--- src/rtl/udp_rx_ddr_wr_ctrl.sv ---
// Drains the UDP RX show-ahead FIFO into a DDR ring buffer via FDMA write bursts.
// Full bursts fire on fill level; partial bursts flush after an idle timeout.
module udp_rx_ddr_wr_ctrl #(
   parameter logic [31:0] ADDR_BASE = 32'h0000_0000,
   parameter logic [31:0] BUF_BYTES = 32'h0010_0000,
   parameter int unsigned BURST_LEN = 256,
   parameter int unsigned TIMEOUT   = 1024
) (
   input  logic        clk,
   input  logic        rst_n,
   input  logic        en,
   input  logic [11:0] fifo_rdusedw,
   input  logic        fifo_empty,
   input  logic [31:0] fifo_dout,
   output logic        fifo_re,
   output logic [31:0] fdma_waddr,
   output logic [15:0] fdma_wsize,
   output logic        fdma_wareq,
   input  logic        fdma_wbusy,
   input  logic        fdma_wvalid,
   output logic [31:0] fdma_wdata,
   output logic [31:0] wr_ptr,
   output logic        burst_done,
   output logic        err_underflow,
   input  logic        err_clr
);

   localparam logic [31:0] RING_END = ADDR_BASE + BUF_BYTES;
   localparam logic [31:0] BURST_W  = 32'(BURST_LEN);
   localparam logic [31:0] TMO_MAX  = 32'(TIMEOUT - 1);

   typedef enum logic [1:0] {
      S_IDLE = 2'd0,
      S_REQ  = 2'd1,
      S_DATA = 2'd2,
      S_DONE = 2'd3
   } state_t;

   state_t      state_q, state_d;
   logic [31:0] wr_ptr_q, wr_ptr_d;
   logic [31:0] waddr_q, waddr_d;
   logic [15:0] wsize_q, wsize_d;
   logic        wareq_q, wareq_d;
   logic        done_q, done_d;
   logic        err_q, err_d;
   logic [31:0] tcnt_q, tcnt_d;
   logic [15:0] beat_q, beat_d;

   logic [31:0] usedw_s;
   logic [31:0] room_s;
   logic [31:0] cap_s;
   logic [31:0] len_s;
   logic        full_s;
   logic        qual_s;
   logic        trig_s;
   logic        beat_s;
   logic [31:0] ptr_sum_s;
   logic [31:0] ptr_next_s;

   assign usedw_s = {20'd0, fifo_rdusedw};
   assign room_s  = (RING_END - wr_ptr_q) >> 2;
   assign cap_s   = (usedw_s > BURST_W) ? BURST_W : usedw_s;
   assign len_s   = (cap_s > room_s) ? room_s : cap_s;
   assign full_s  = (usedw_s >= BURST_W);
   assign qual_s  = !fifo_empty && !full_s;
   // The burst_done cycle is held off so that the gap between bursts is at least one IDLE cycle;
   // a zero-length burst is never requested even if the level lags the empty flag.
   assign trig_s  = en && !done_q && (usedw_s != 32'd0) &&
                    (full_s || ((tcnt_q == TMO_MAX) && !fifo_empty));

   assign beat_s     = (state_q == S_DATA) && fdma_wvalid;
   assign fifo_re    = beat_s;
   assign fdma_wdata = fifo_dout;

   assign ptr_sum_s  = wr_ptr_q + {14'd0, wsize_q, 2'b00};
   assign ptr_next_s = (ptr_sum_s == RING_END) ? ADDR_BASE : ptr_sum_s;

   assign fdma_waddr    = waddr_q;
   assign fdma_wsize    = wsize_q;
   assign fdma_wareq    = wareq_q;
   assign wr_ptr        = wr_ptr_q;
   assign burst_done    = done_q;
   assign err_underflow = err_q;

   // Next-state and registered-output logic for the burst FSM.
   always_comb begin
      state_d  = state_q;
      wr_ptr_d = wr_ptr_q;
      waddr_d  = waddr_q;
      wsize_d  = wsize_q;
      wareq_d  = wareq_q;
      done_d   = 1'b0;
      tcnt_d   = 32'd0;
      beat_d   = beat_q;

      case (state_q)
         S_IDLE: begin
            if (trig_s) begin
               state_d = S_REQ;
               waddr_d = wr_ptr_q;
               wsize_d = len_s[15:0];
               wareq_d = 1'b1;
            end else if (qual_s) begin
               tcnt_d = (tcnt_q == TMO_MAX) ? tcnt_q : tcnt_q + 32'd1;
            end else begin
               tcnt_d = 32'd0;
            end
         end
         S_REQ: begin
            if (fdma_wbusy) begin
               state_d = S_DATA;
               wareq_d = 1'b0;
            end else begin
               state_d = S_REQ;
            end
         end
         S_DATA: begin
            if (beat_s) begin
               if ((beat_q + 16'd1) == wsize_q) begin
                  state_d = S_DONE;
                  beat_d  = 16'd0;
               end else begin
                  beat_d  = beat_q + 16'd1;
               end
            end else begin
               beat_d = beat_q;
            end
         end
         S_DONE: begin
            if (!fdma_wbusy) begin
               state_d  = S_IDLE;
               wr_ptr_d = ptr_next_s;
               done_d   = 1'b1;
            end else begin
               state_d  = S_DONE;
            end
         end
         default: begin
            state_d = S_IDLE;
            wareq_d = 1'b0;
            beat_d  = 16'd0;
         end
      endcase
   end

   // Sticky underflow flag; a new underflow beat takes priority over the clear.
   always_comb begin
      if (beat_s && fifo_empty) begin
         err_d = 1'b1;
      end else if (err_clr) begin
         err_d = 1'b0;
      end else begin
         err_d = err_q;
      end
   end

   // State and output registers.
   always_ff @(posedge clk or negedge rst_n) begin
      if (!rst_n) begin
         state_q  <= S_IDLE;
         wr_ptr_q <= ADDR_BASE;
         waddr_q  <= ADDR_BASE;
         wsize_q  <= 16'd0;
         wareq_q  <= 1'b0;
         done_q   <= 1'b0;
         err_q    <= 1'b0;
         tcnt_q   <= 32'd0;
         beat_q   <= 16'd0;
      end else begin
         state_q  <= state_d;
         wr_ptr_q <= wr_ptr_d;
         waddr_q  <= waddr_d;
         wsize_q  <= wsize_d;
         wareq_q  <= wareq_d;
         done_q   <= done_d;
         err_q    <= err_d;
         tcnt_q   <= tcnt_d;
         beat_q   <= beat_d;
      end
   end

endmodule
--- config.mk ---
export PLATFORM = sky130hd
export DESIGN_NAME = udp_rx_ddr_wr_ctrl
export DESIGN_NICKNAME = d
export VERILOG_FILES = /design/src/rtl/udp_rx_ddr_wr_ctrl.sv
export SDC_FILE = /design/constraint.sdc
export NUM_CORES = 1
export LEC_CHECK = 0
export CORE_MARGIN = 1
export CORE_UTILIZATION = 25
export DETAILED_ROUTE_END_ITERATION = 7
export GPL_TIMING_DRIVEN = 0
export SETUP_SLACK_MARGIN = 0.1
export SLEW_MARGIN = 20
export SYNTH_ARGS = -nofsm -noshare
export SYNTH_HDL_FRONTEND = slang
export SYNTH_SLANG_ARGS = --single-unit
--- constraint.sdc ---
create_clock -name clk -period 3.5 [get_ports clk]
set_input_delay 0.525 -clock clk [delete_from_list [all_inputs] [get_ports clk]]
set_output_delay 0.525 -clock clk [all_outputs]
set_load 0.03 [all_outputs]
After elaboration in Yosys (flattened, before gate mapping)
Cells that the tools add are included.
{ "totals": {"reg_bits": 133, "latchBits": 0, "ramBits": 0, "mem_bits_ro": 0, "inputBits": 51, "out_inout_bits": 116, "elab_cells": 69, "mem_count": 0} }
{ "op_classes": {"n_addsub": 4, "mul": 0, "n_div": 0, "order_cmp": 3, "eq_ne": 11, "shift": 0, "mux": 21, "n_bitwise": 1, "n_reduce_logical": 20} }
{ "op_table": {"columns": ["operator", "count"], "rows": [
  ["$mux 32", 5],
  ["$add 32x1->32 const B", 1],
  ["$add 32x18->32", 1],
  ["$eq 32x10->1 const B", 1],
  ["$eq 32x21->1 const B", 1],
  ["$mux 16", 2],
  ["$reduce_bool 32->1", 1],
  ["$sub 21x32->32 const A", 1],
  ["$gt 12x30->1", 1],
  ["$add 16x1->16 const B", 1],
  ["$eq 16x16->1", 1],
  ["$ge 12x9->1 const B", 1],
  ["$gt 12x9->1 const B", 1],
  ["$mux 12", 1],
  ["$mux 2", 5],
  ["$pmux 2 s4", 1],
  ["$logic_and 1x1->1", 7],
  ["$mux 1", 6],
  ["$ne 2x2->1 const B", 3],
  ["$reduce_and 2->1", 3],
  ["$reduce_and 3->1", 2],
  ["$eq 2x2->1 const B", 2],
  ["$ne 4x4->1 const B", 1],
  ["$reduce_bool 2->1", 2],
  ["7 further kinds", 9]
]} }

Longest topological paths before layout
Gate-level depths: netlist of the first run.
{ "depth": {"ltp_word": 6, "ltp_mapped": 16, "mapped_depth_nobuf": 14} }

Worst setup path before layout of the first run
Ideal clock, no wire load.
{ "synth_timing": {"path_kind": "input to register", "start": "input fifo_rdusedw[1]", "end": "register wsize_q[1] (netlist: fdma_wsize[1])", "setup_time_ns": 0.092, "arrival_time_ns": 4.143, "t_required_ns": 3.408, "path_slack_ns": -0.735, "stages": 13, "path_buffers": 0, "path_cell_list": "nor4_1 > nand2_1 > a2111oi_0 > and2_1 > ha_1 > a21o_1 > a21o_1 > a211o_1 > a221oi_1 > a2111oi_4 > nand4_4 > nand3_2 > o221ai_2"} }
{ "synth_via": {"elab_chain_len": 4, "elab_cells_between_ends": 10, "classes_between": "order compare (3); mux (2); reduce/logical (5)"} }
{ "synth_rtl": {"columns": ["item", "line_no", "rtl"], "rows": [
  ["start: declaration", "12", "input logic [11:0] fifo_rdusedw,"],
  ["$gt 12x9->1 (tied with other cells)", "62", "assign cap_s = (usedw_s > BURST_W) ? BURST_W : usedw_s;"],
  ["$mux 12 (tied with other cells)", "62", null],
  ["$gt 12x30->1 / $logic_and 1x1->1 (equally long branches)", "63, 68", null],
  ["$mux 16 / $reduce_and 2->1 (equally long branches)", null, null],
  ["end signal: assignment", "173", "wsize_q <= wsize_d;"],
  ["end: declaration", "42", "logic [15:0] wsize_q, wsize_d;"]
]} }
Parallel ways exist; a longest one is shown, timed or not.
A chain may end at the register's enable or synchronous reset.

Final worst setup path of the first run
{ "layout_timing": {"start": "register wr_ptr_q[2] (netlist: wr_ptr[2])", "end": "register wsize_q[8] (netlist: fdma_wsize[8])"} }
{ "layout_via": {"elab_chain_len": 3} }
{ "layout_rtl": {"columns": ["item", "line_no", "rtl"], "rows": [
  ["start: declaration", "40", "logic [31:0] wr_ptr_q, wr_ptr_d;"],
  ["start signal: assignment", "171", "wr_ptr_q <= wr_ptr_d;"],
  ["$sub 21x32->32 *", "61", "assign room_s = (RING_END - wr_ptr_q) >> 2;"],
  ["$gt 12x30->1", "63", "assign len_s = (cap_s > room_s) ? room_s : cap_s;"],
  ["$mux 16 *", "63", null]
]} }
Mark *: on every way between the ends. The rest lies on a longest branch, timed or not.

==> flow_results.org, run 1 <==
** Placed design
- At the placement stage, the worst setup path has a slack of -1.31 ns.
- Count of input and output buffers :: 130
- Number of placed instances, taps included :: ~1600
- GP Congestion :: just over 0.9
- Estimated wirelength of the detail-placed design :: 21200 um

** Finish
- Number of antenna diodes :: 0
- The post-route netlist has 16.1% of its cells at a drive strength greater than 1.
- Most common cell after layout, fill and taps aside :: sky130_fd_sc_hd__nand2_1
- Area growth syn-to-layout :: 36.2%
- The top cell types in the final layout, fill and taps aside, are sky130_fd_sc_hd__nand2_1 (157), sky130_fd_sc_hd__dfrtp_1 (124), sky130_fd_sc_hd__clkdlybuf4s50_1 (120).
- Number of nets at the end of the flow :: ~1300
- After filler insertion, the fill cell instance count of the layout stands at roughly 3500.
- Count of placed standard cells in the final layout, fillers left out :: 1696

** Die
- For this design the top-level I/O count stands at roughly 170.
- Starting Density :: between 20% and 30%
- Full die area :: around 36000 um^2
- The core region is around 35000 um^2.
- The floorplan has 68 rows.
- Overall die height :: approximately 190 um
- Measured along the x axis, the die boundary spans about 190 um.

** STA
- The final-report max-slew violation count is 0.
- Subtracting the final worst setup slack from the clock period gives between 3 and 4 ns.
- The final hold violation count came to 2.
- Setup violations remaining at the end of the flow were counted as 12.
- Summed negative setup slack over all endpoints :: -2.62 ns
- Rel. slew slack :: between 30% and 40%
- Final worst clock skew :: between 0.015 and 0.02 ns
- Final worst path period share :: 109%
- Setup repair after global routing missed its margin :: true
- At the pin with the least slew margin, the transition time is roughly 0.99 ns.
- Static timing analysis puts the maximum clock frequency at 0.263 GHz.
- Across all hold checks on the routed design, the worst slack comes to -0.00387 ns.
- Across all setup checks in the final design, the least slack found is -0.305 ns.

** Worst setup path
- Crit path kind :: flop to flop
- Counting cells, the worst reg-to-reg path comes to 16.
- Element type at the critical path end :: flop
- Critical register-to-register path startpoint :: wr_ptr[2]
- Maximum fanout along the worst path :: 5
- STA puts the critical path data required time at 3.82 ns.
- Among cell families on the critical path, the largest total delay comes from simple AND/OR/NAND/NOR gates.
- Buffers and inverters on the worst path :: 3
- Counting buffers and inverters, the worst setup path is 16 cells deep.
- Slowest stage cell, crit path :: sky130_fd_sc_hd__or4b_4
- Flop-to-flop setup slack :: -0.30 ns
- Critical path, cell by cell :: inv_4, ha_4, or4b_4, buf_6, nor4_4, xor2_1, ha_1, nand4_1, nor2_4, a221oi_2, o2111ai_2, a2111oi_4, nand4_4, buf_6, mux2i_1, mux2_4
- Crit-path max cell delay :: around 0.46 ns
- CP Data Arrival Time :: 4.12 ns
- Counting stages on the worst path, the most repeated cell is sky130_fd_sc_hd__buf_6.
- Worst setup SP type :: flop
- The worst register-to-register path ends at fdma_wsize[8].

** Global routing
- Maximum number of pins on one net before global-route repair :: 81
- For this run, global-route usage on met3 was measured as ~3.8%.
- In the global route stage, met2 resource usage came out at ~25%.
- The number of antenna violations at the first check in global routing was 0.
- The first global-routing pass estimated approximately 45000 um of wire.
- Global routing usage summed across all routing layers :: between 15 and 20%
- Routing layer with the top usage in global route :: met2
- The number of global-route vias before repair came to between 7000 and 8000.
- Met1 Resource Use GR :: between 20% and 30%
- For this run the aggregate overflow at the end of global routing stands at 0.

** Run
- Max-cap violations in this run came to 0.

** Synthesis
- By area, the combinational part of the netlist is dominated by simple AND/OR/NAND/NOR gates.
- Number of synthesized flops with an enable pin :: 0
- Gate count of the mapped netlist :: 1035
- After Yosys synthesis, and, or, nand and nor cells account for approximately 25% of the synthesized area.
- After Yosys synthesis, XOR and XNOR cells account for roughly 8.9% of the synthesized area.
- For this run, the number of Yosys warnings is 0.
- Post-synthesis register bit count :: between 100 and 150
- Post-synthesis cell type count :: 70
- Post-synthesis compound-gate area fraction :: between 15 and 20%
- Measured against the total synthesized area, the mux share comes to between 1.5 and 2%.
- After synthesis, flip-flops and latches occupy between 30 and 40% of the total area.
- Cell area after technology mapping :: a little under 9000 um^2
- Fraction of registers with async set or reset after synthesis :: 100%
- A synthesized cell averages 8.51 um^2.
- For this run, the leading register cell type out of synthesis is sky130_fd_sc_hd__dfrtp_1.
- Adder and majority cell fraction of the synthesized area :: roughly 4.8%

** Route
- The routed layout has ~8500 vias.
- Post-route DRC :: 0
- Before antenna repair, the detailed router went through 5 iterations.
- In the routed layout, each cell is associated on average with a via count of ~5.0.
- Drt first-iter violations :: 628
- Total wire length :: roughly 29000 um
- Antenna violation net count after detailed routing :: 0
- Per-cell routed wire length :: 17.1 um

** Clocking
- In this run the deepest clock path goes through 2 buffers.
- The clock reaches the later pin of the worst-skew pair after 0.44 ns.
- Clock tree from TritonCTS :: done
- CTS sink cnt :: between 100 and 150
- Clock-pin slew on the worst setup and hold paths :: 0.07 ns
- Number of buffers inserted during clock tree synthesis :: 17
- The H-tree generated during clock tree synthesis spans 4 levels.
- Buffer type at the clock tree root :: sky130_fd_sc_hd__clkbuf_16

** Run status
- The flow ran to the end, but the final reports show violations.
- Failing checks :: negative hold slack, negative setup slack

** Power
- Static Leak :: 5.27 nW
- Power comes to between 6 and 7 mW.
- Worst-case vdd ir drop :: around 0.00034 V
- Dividing total power by cell area gives a power density of 579 nW/um^2.

** Worst hold path
- Tightest Hold Check Type :: input port to async pin
-- final cells by class --
cell class | count | area [um^2] | area share (%)
flip-flops and latches | 129 | 3230 | 27.0
repair buffers | 169 | 1600 | 13.3
clock buffers | 19 | 453 | 3.78
plain buffers | 95 | 539 | 4.50
multi-input cells | 784 | 5300 | 44.2
inverters | 32 | 125 | 1.04
clock inverters | 13 | 174 | 1.45
well taps | 455 | 569 | 4.75
-- power breakdown --
part | switching (mW) | internal [mW]
Clock | 0.757 | 1.17
Combinational | 1.83 | 1.24
Sequential | 0.258 | 1.68
-- logic make-up (layout without fill, tap and decap cells) --
kind of cell / count (synthesis) / count (layout)
xor+xnor: 89 / 89
other cells: 1 / 7
flops: 129 / 129
simple gates: 449 / 450
buf+inv: 129 / 328
mux: 13 / 13
compound gates: 192 / 192
fa+ha+maj: 33 / 33
-- metal layers --
metal | vias up | share of wire (%)
met4 | 0 | 2.0
met2 | 300 | 45
li1 | 4039 | -
met1 | 4070 | 46
met3 | 44 | 7.1
met5 | - | 0
-- state kept, by name, summed over array words and instances, names as in the netlist --
signal         count
tcnt_q            32
fdma_waddr        30
wr_ptr            30
beat_q            16
fdma_wsize        16
state_q            2
burst_done         1
err_underflow      1
fdma_wareq         1
-- stage by stage --
step | utilization (%) | instance area, um^2
global route | 34.6 | 12000
global placement | 31.1 | 10800
CTS | 34.0 | 11800
finish | 34.6 | 12000
detailed placement | 31.2 | 10800
floorplan | - | 8890
-- cells in the mapped netlist (all sizes together) (7+ instances only) --
| library cell | count | share of area, % |
|---|---|---|
| nand2 | 160 | 6.8 |
| dfrtp | 129 | 37 |
| nor2 | 76 | 3.2 |
| clkbuf | 54 | 2.3 |
| o21ai | 49 | 2.8 |
| xnor2 | 46 | 4.6 |
| buf | 43 | 3.6 |
| nand3 | 43 | 2.5 |
| xor2 | 43 | 4.3 |
| nand4 | 34 | 2.6 |
| ha | 32 | 4.5 |
| inv | 32 | 1.4 |
| a21oi | 30 | 1.7 |
| nor3 | 22 | 1.3 |
| and2 | 18 | 1.3 |
| and3 | 17 | 1.2 |
| nor4 | 16 | 1.2 |
| a21o | 14 | 1.2 |
| or3 | 13 | 0.92 |
| a22o | 12 | 1.2 |
| and4 | 11 | 1.1 |
| o31ai | 11 | 0.94 |
| mux2i | 9 | 1.0 |
| o211ai | 9 | 0.77 |
| o221ai | 9 | 1.3 |
| nand2b | 7 | 0.50 |
| o22ai | 7 | 0.50 |
-- worst max path at each step --
| stage | startpoint | endpoint | slack (ns) |
|---|---|---|---|
| 6_report | wr_ptr[2] | fdma_wsize[8] | -0.30 |
| 5_1_grt | wr_ptr[3] | fdma_wsize[3] | -0.44 |
| 4_1_cts | wr_ptr[2] | fdma_wsize[1] | -0.16 |
| 3_5_place_dp | fifo_rdusedw[5] | fdma_wsize[1] | -1.31 |
| 3_3_place_gp | rst_n | wr_ptr[3] | -4.09 |
| 2_1_floorplan | wr_ptr[2] | fdma_wsize[1] | -0.13 |
-- timing repair --
item / in CTS / in global routing
setup buffers: 22 / 17
gates resized for setup: 57 / 52
endpoints found under the setup margin: 56 / 74
hold buffers: 0 / 0
cloned: 1 / 0
pin swaps: 12 / 28
endpoints found under the hold margin: 0 / 0
(Power assumes the default switching activity.)
==> run 2: changes to the inputs <==
==> constraint.sdc (replaced) <==
create_clock -name clk -period 3.75 [get_ports clk]
set_input_delay 0.5625 -clock clk [delete_from_list [all_inputs] [get_ports clk]]
set_output_delay 0.5625 -clock clk [all_outputs]
set_load 0.03 [all_outputs]
==> run 2 against run 1 <==
Net effect:
- the flow now finishes without violations
- final area decreased by 1.2%
- first-iteration DRC count increased by 7.6%
- clock skew decreased by 0.0043 ns
- hold slack improved by 0.042 ns
- global-route usage decreased by 0.37 points
- non-clock buffer count decreased by 4
- critical path type unchanged
- largest cell class unchanged
==> flow_results.org, run 2 (synthesis gave the netlist of run 1 again) <==
** STA
- Summed negative setup slack over all endpoints :: 0 ns
- Subtracting the final worst setup slack from the clock period gives ~3.7 ns.
- Rel. slew slack :: between 30% and 40%
- Final worst hold slack :: between 0.03 and 0.04 ns
- Final setup viols :: 0
- Worst Max-Slew Pin Slew :: 0.998 ns
- For the final database, setup skew stands at 0.0124 ns.
- Hold Violations, Final :: 0
- For this run, the top clock speed supported by timing is 0.272 GHz.
- Setup repair after global routing could not meet its margin everywhere.
- The final critical path takes up 98.2% of the cycle.
- Final max-slew violation count :: 0

** Route
- Dividing the detail-routed wire length by the instance count gives around 17 um.
- TritonRoute pass-1 iters :: 5
- Total wire length :: around 28000 um
- Once detail routing completed, the nets flagged for antenna violations numbered 0.
- Total number of vias :: 8312
- Dividing the detail-routed via count by the number of cells gives about 4.9.
- The first routing iteration left 676 violations.
- For this run, design rule violations remaining after detail routing come to 0.

** Die
- 167 I/O pins were placed.
- Number of core rows :: 68
- Measured along the x axis, the die boundary spans approximately 190 um.
- The floorplan step set the die height to ~190 um.
- The initial utilization of the core area, before any placement, comes to between 20% and 30%.
- The core region is between 30000 and 40000 um^2.
- The die covers ~36000 um^2.

** Clocking
- Clock tree from TritonCTS :: done
- Clock insertion delay at the later pin of the skew report :: 0.43 ns
- CTS Hold Buffers Added :: 0
- In this run, CTS created clock tree buffers numbering 17.
- The H-tree was split into 4 levels.
- The clock net in this run drives a total of 129 sinks.
- Clock-pin slew on the worst setup and hold paths :: 0.06 ns
- Clock Tree Buf Depth :: 2
- Buffer type at the clock tree root :: sky130_fd_sc_hd__clkbuf_16

** Global routing
- The number of global-route vias before repair was between 7000 and 8000.
- The first global-routing pass estimated approximately 44000 um of wire.
- The number of antenna violations at the first check in global routing is 0.
- Global routing usage summed across all routing layers :: about 16%
- Entering global routing, the biggest net connects 82 pins.
- Remaining global-route overflow :: 0

** Power
- In this run the static leakage power is just over 5 nW.
- IR analysis of the VDD net gives a maximum drop of 0.000375 V.
- For this design the ratio of total power to cell area is approximately 530 nW/um^2.
- The design draws 6.27 mW.

** Placed design
- Detailed placement ended at an HPWL of between 20000 and 25000 um.
- Once placement finished, the instance area stood at approximately 11000 um^2.
- In this run the tool buffered the top-level ports with between 100 and 150 buffer cells.
- GP Congestion :: 0.889

** Worst setup path
- In this run the worst path has a maximum fanout of 7.
- Crit path kind :: flop to flop
- By instance count, the cell type seen most on the critical path is sky130_fd_sc_hd__a21o_1.
- Slowest stage cell, crit path :: sky130_fd_sc_hd__dfrtp_1
- Worst endpoint required time :: a little over 4 ns
- The worst setup path is launched from a flop.
- Flop-to-flop setup slack :: around 0.068 ns
- CP Data Arrival Time :: roughly 4 ns
- Crit-path max cell delay :: 0.39 ns
- Measured in cells, the most critical reg-to-reg path has a length of 15.
- Element type at the critical path end :: flop
- Critical path, cell by cell :: buf_6, or3_4, nor3_4, nand2_2, xnor2_2, ha_1, a21o_1, a21o_1, a211o_1, a221oi_4, a2111oi_4, buf_4, nand4_4, nor3_1, or3b_1

** Worst hold path
- The path class of the tightest hold or removal check is input port to async pin.

** Finish
- Number of nets at the end of the flow :: around 1300
- Final std cell area, no fill :: about 12000 um^2
- tcnt_q holds more flip-flops than any other register.
- Area growth syn-to-layout :: 34.5%
- The library cell used most frequently in the layout, excluding fill and tap cells, is sky130_fd_sc_hd__nand2_1.
- Share of layout cells above drive strength 1 :: between 10% and 20%
- Filler instances :: between 3000 and 4000
- Max reg flops :: 32
- Number of antenna diodes :: 0
- Most frequent cells in the layout :: sky130_fd_sc_hd__nand2_1 (157), sky130_fd_sc_hd__dfrtp_1 (124), sky130_fd_sc_hd__clkdlybuf4s50_1 (121)

** Run
- Max-cap violations :: 0

** Run status
- The run finished with clean final reports.
==> run 2: path summary, 6_finish.rpt <==
path / from / to
worst max-delay path: wr_ptr[5] / fdma_wsize[0]
worst min-delay path: rst_n / fdma_waddr[25]
worst max register to register: wr_ptr[5] / fdma_wsize[0]
worst min register to register: fdma_waddr[18] / fdma_waddr[18]
max in group asynchronous: rst_n / beat_q[6]
min in group clk: fdma_waddr[18] / fdma_waddr[18]
==> run 2: routing by layer <==
layer	vias to the layer above	part of all wire, %	track usage [%]
met2	315	45	24.3
li1	4021	-	-
met3	44	7.2	3.84
met5	-	0	0
met4	0	2.3	5.40
met1	3932	45	21.6
==> run 2: layout make-up <==
type / instances / area (um^2) / area share (%)
buffer: 97 / 538 / 4.54
clock buffer: 20 / 457 / 3.85
clock inverter: 11 / 131 / 1.11
inverter: 32 / 123 / 1.03
multi-input combinational: 784 / 5240 / 44.2
sequential: 129 / 3230 / 27.3
tap: 455 / 569 / 4.81
timing repair buffer: 163 / 1560 / 13.1
==> run 2: where the power goes <==
group / internal [mW] / leakage, nW / total, mW / switching (mW)
registers: 1.57 / 1.73 / 1.81 / 0.241
clock network: 1.02 / 0.279 / 1.68 / 0.666
logic: 1.13 / 3.15 / 2.78 / 1.65
total: 3.71 / 5.17 / 6.27 / 2.55
==> run 2: timing repair <==
action                                  4_1_cts  5_1_grt
cloned                                        1        0
resized for setup                            41       44
endpoints found under the setup margin       22       51
pin swaps                                    11       20
setup buffers                                16       16
==> run 2: stage by stage <==
stage	instances	utilization, %	setup slack, ns
after floorplan	1041	-	0.102
after global placement	1626	31.0	-3.88
after detailed placement	1627	31.1	-1.10
after CTS	1675	33.6	-0.0124
after global routing	1691	34.2	-0.106
final	1691	34.2	0.0675
==> run 2: critical path, delay by kind of cell, from the launching register on <==
family	cells	cell delay (ns)
simple gates	6	1.28
compound gates	5	1.10
flops	1	0.39
fa+ha+maj	1	0.32
buf+inv	2	0.31
xor+xnor	1	0.16
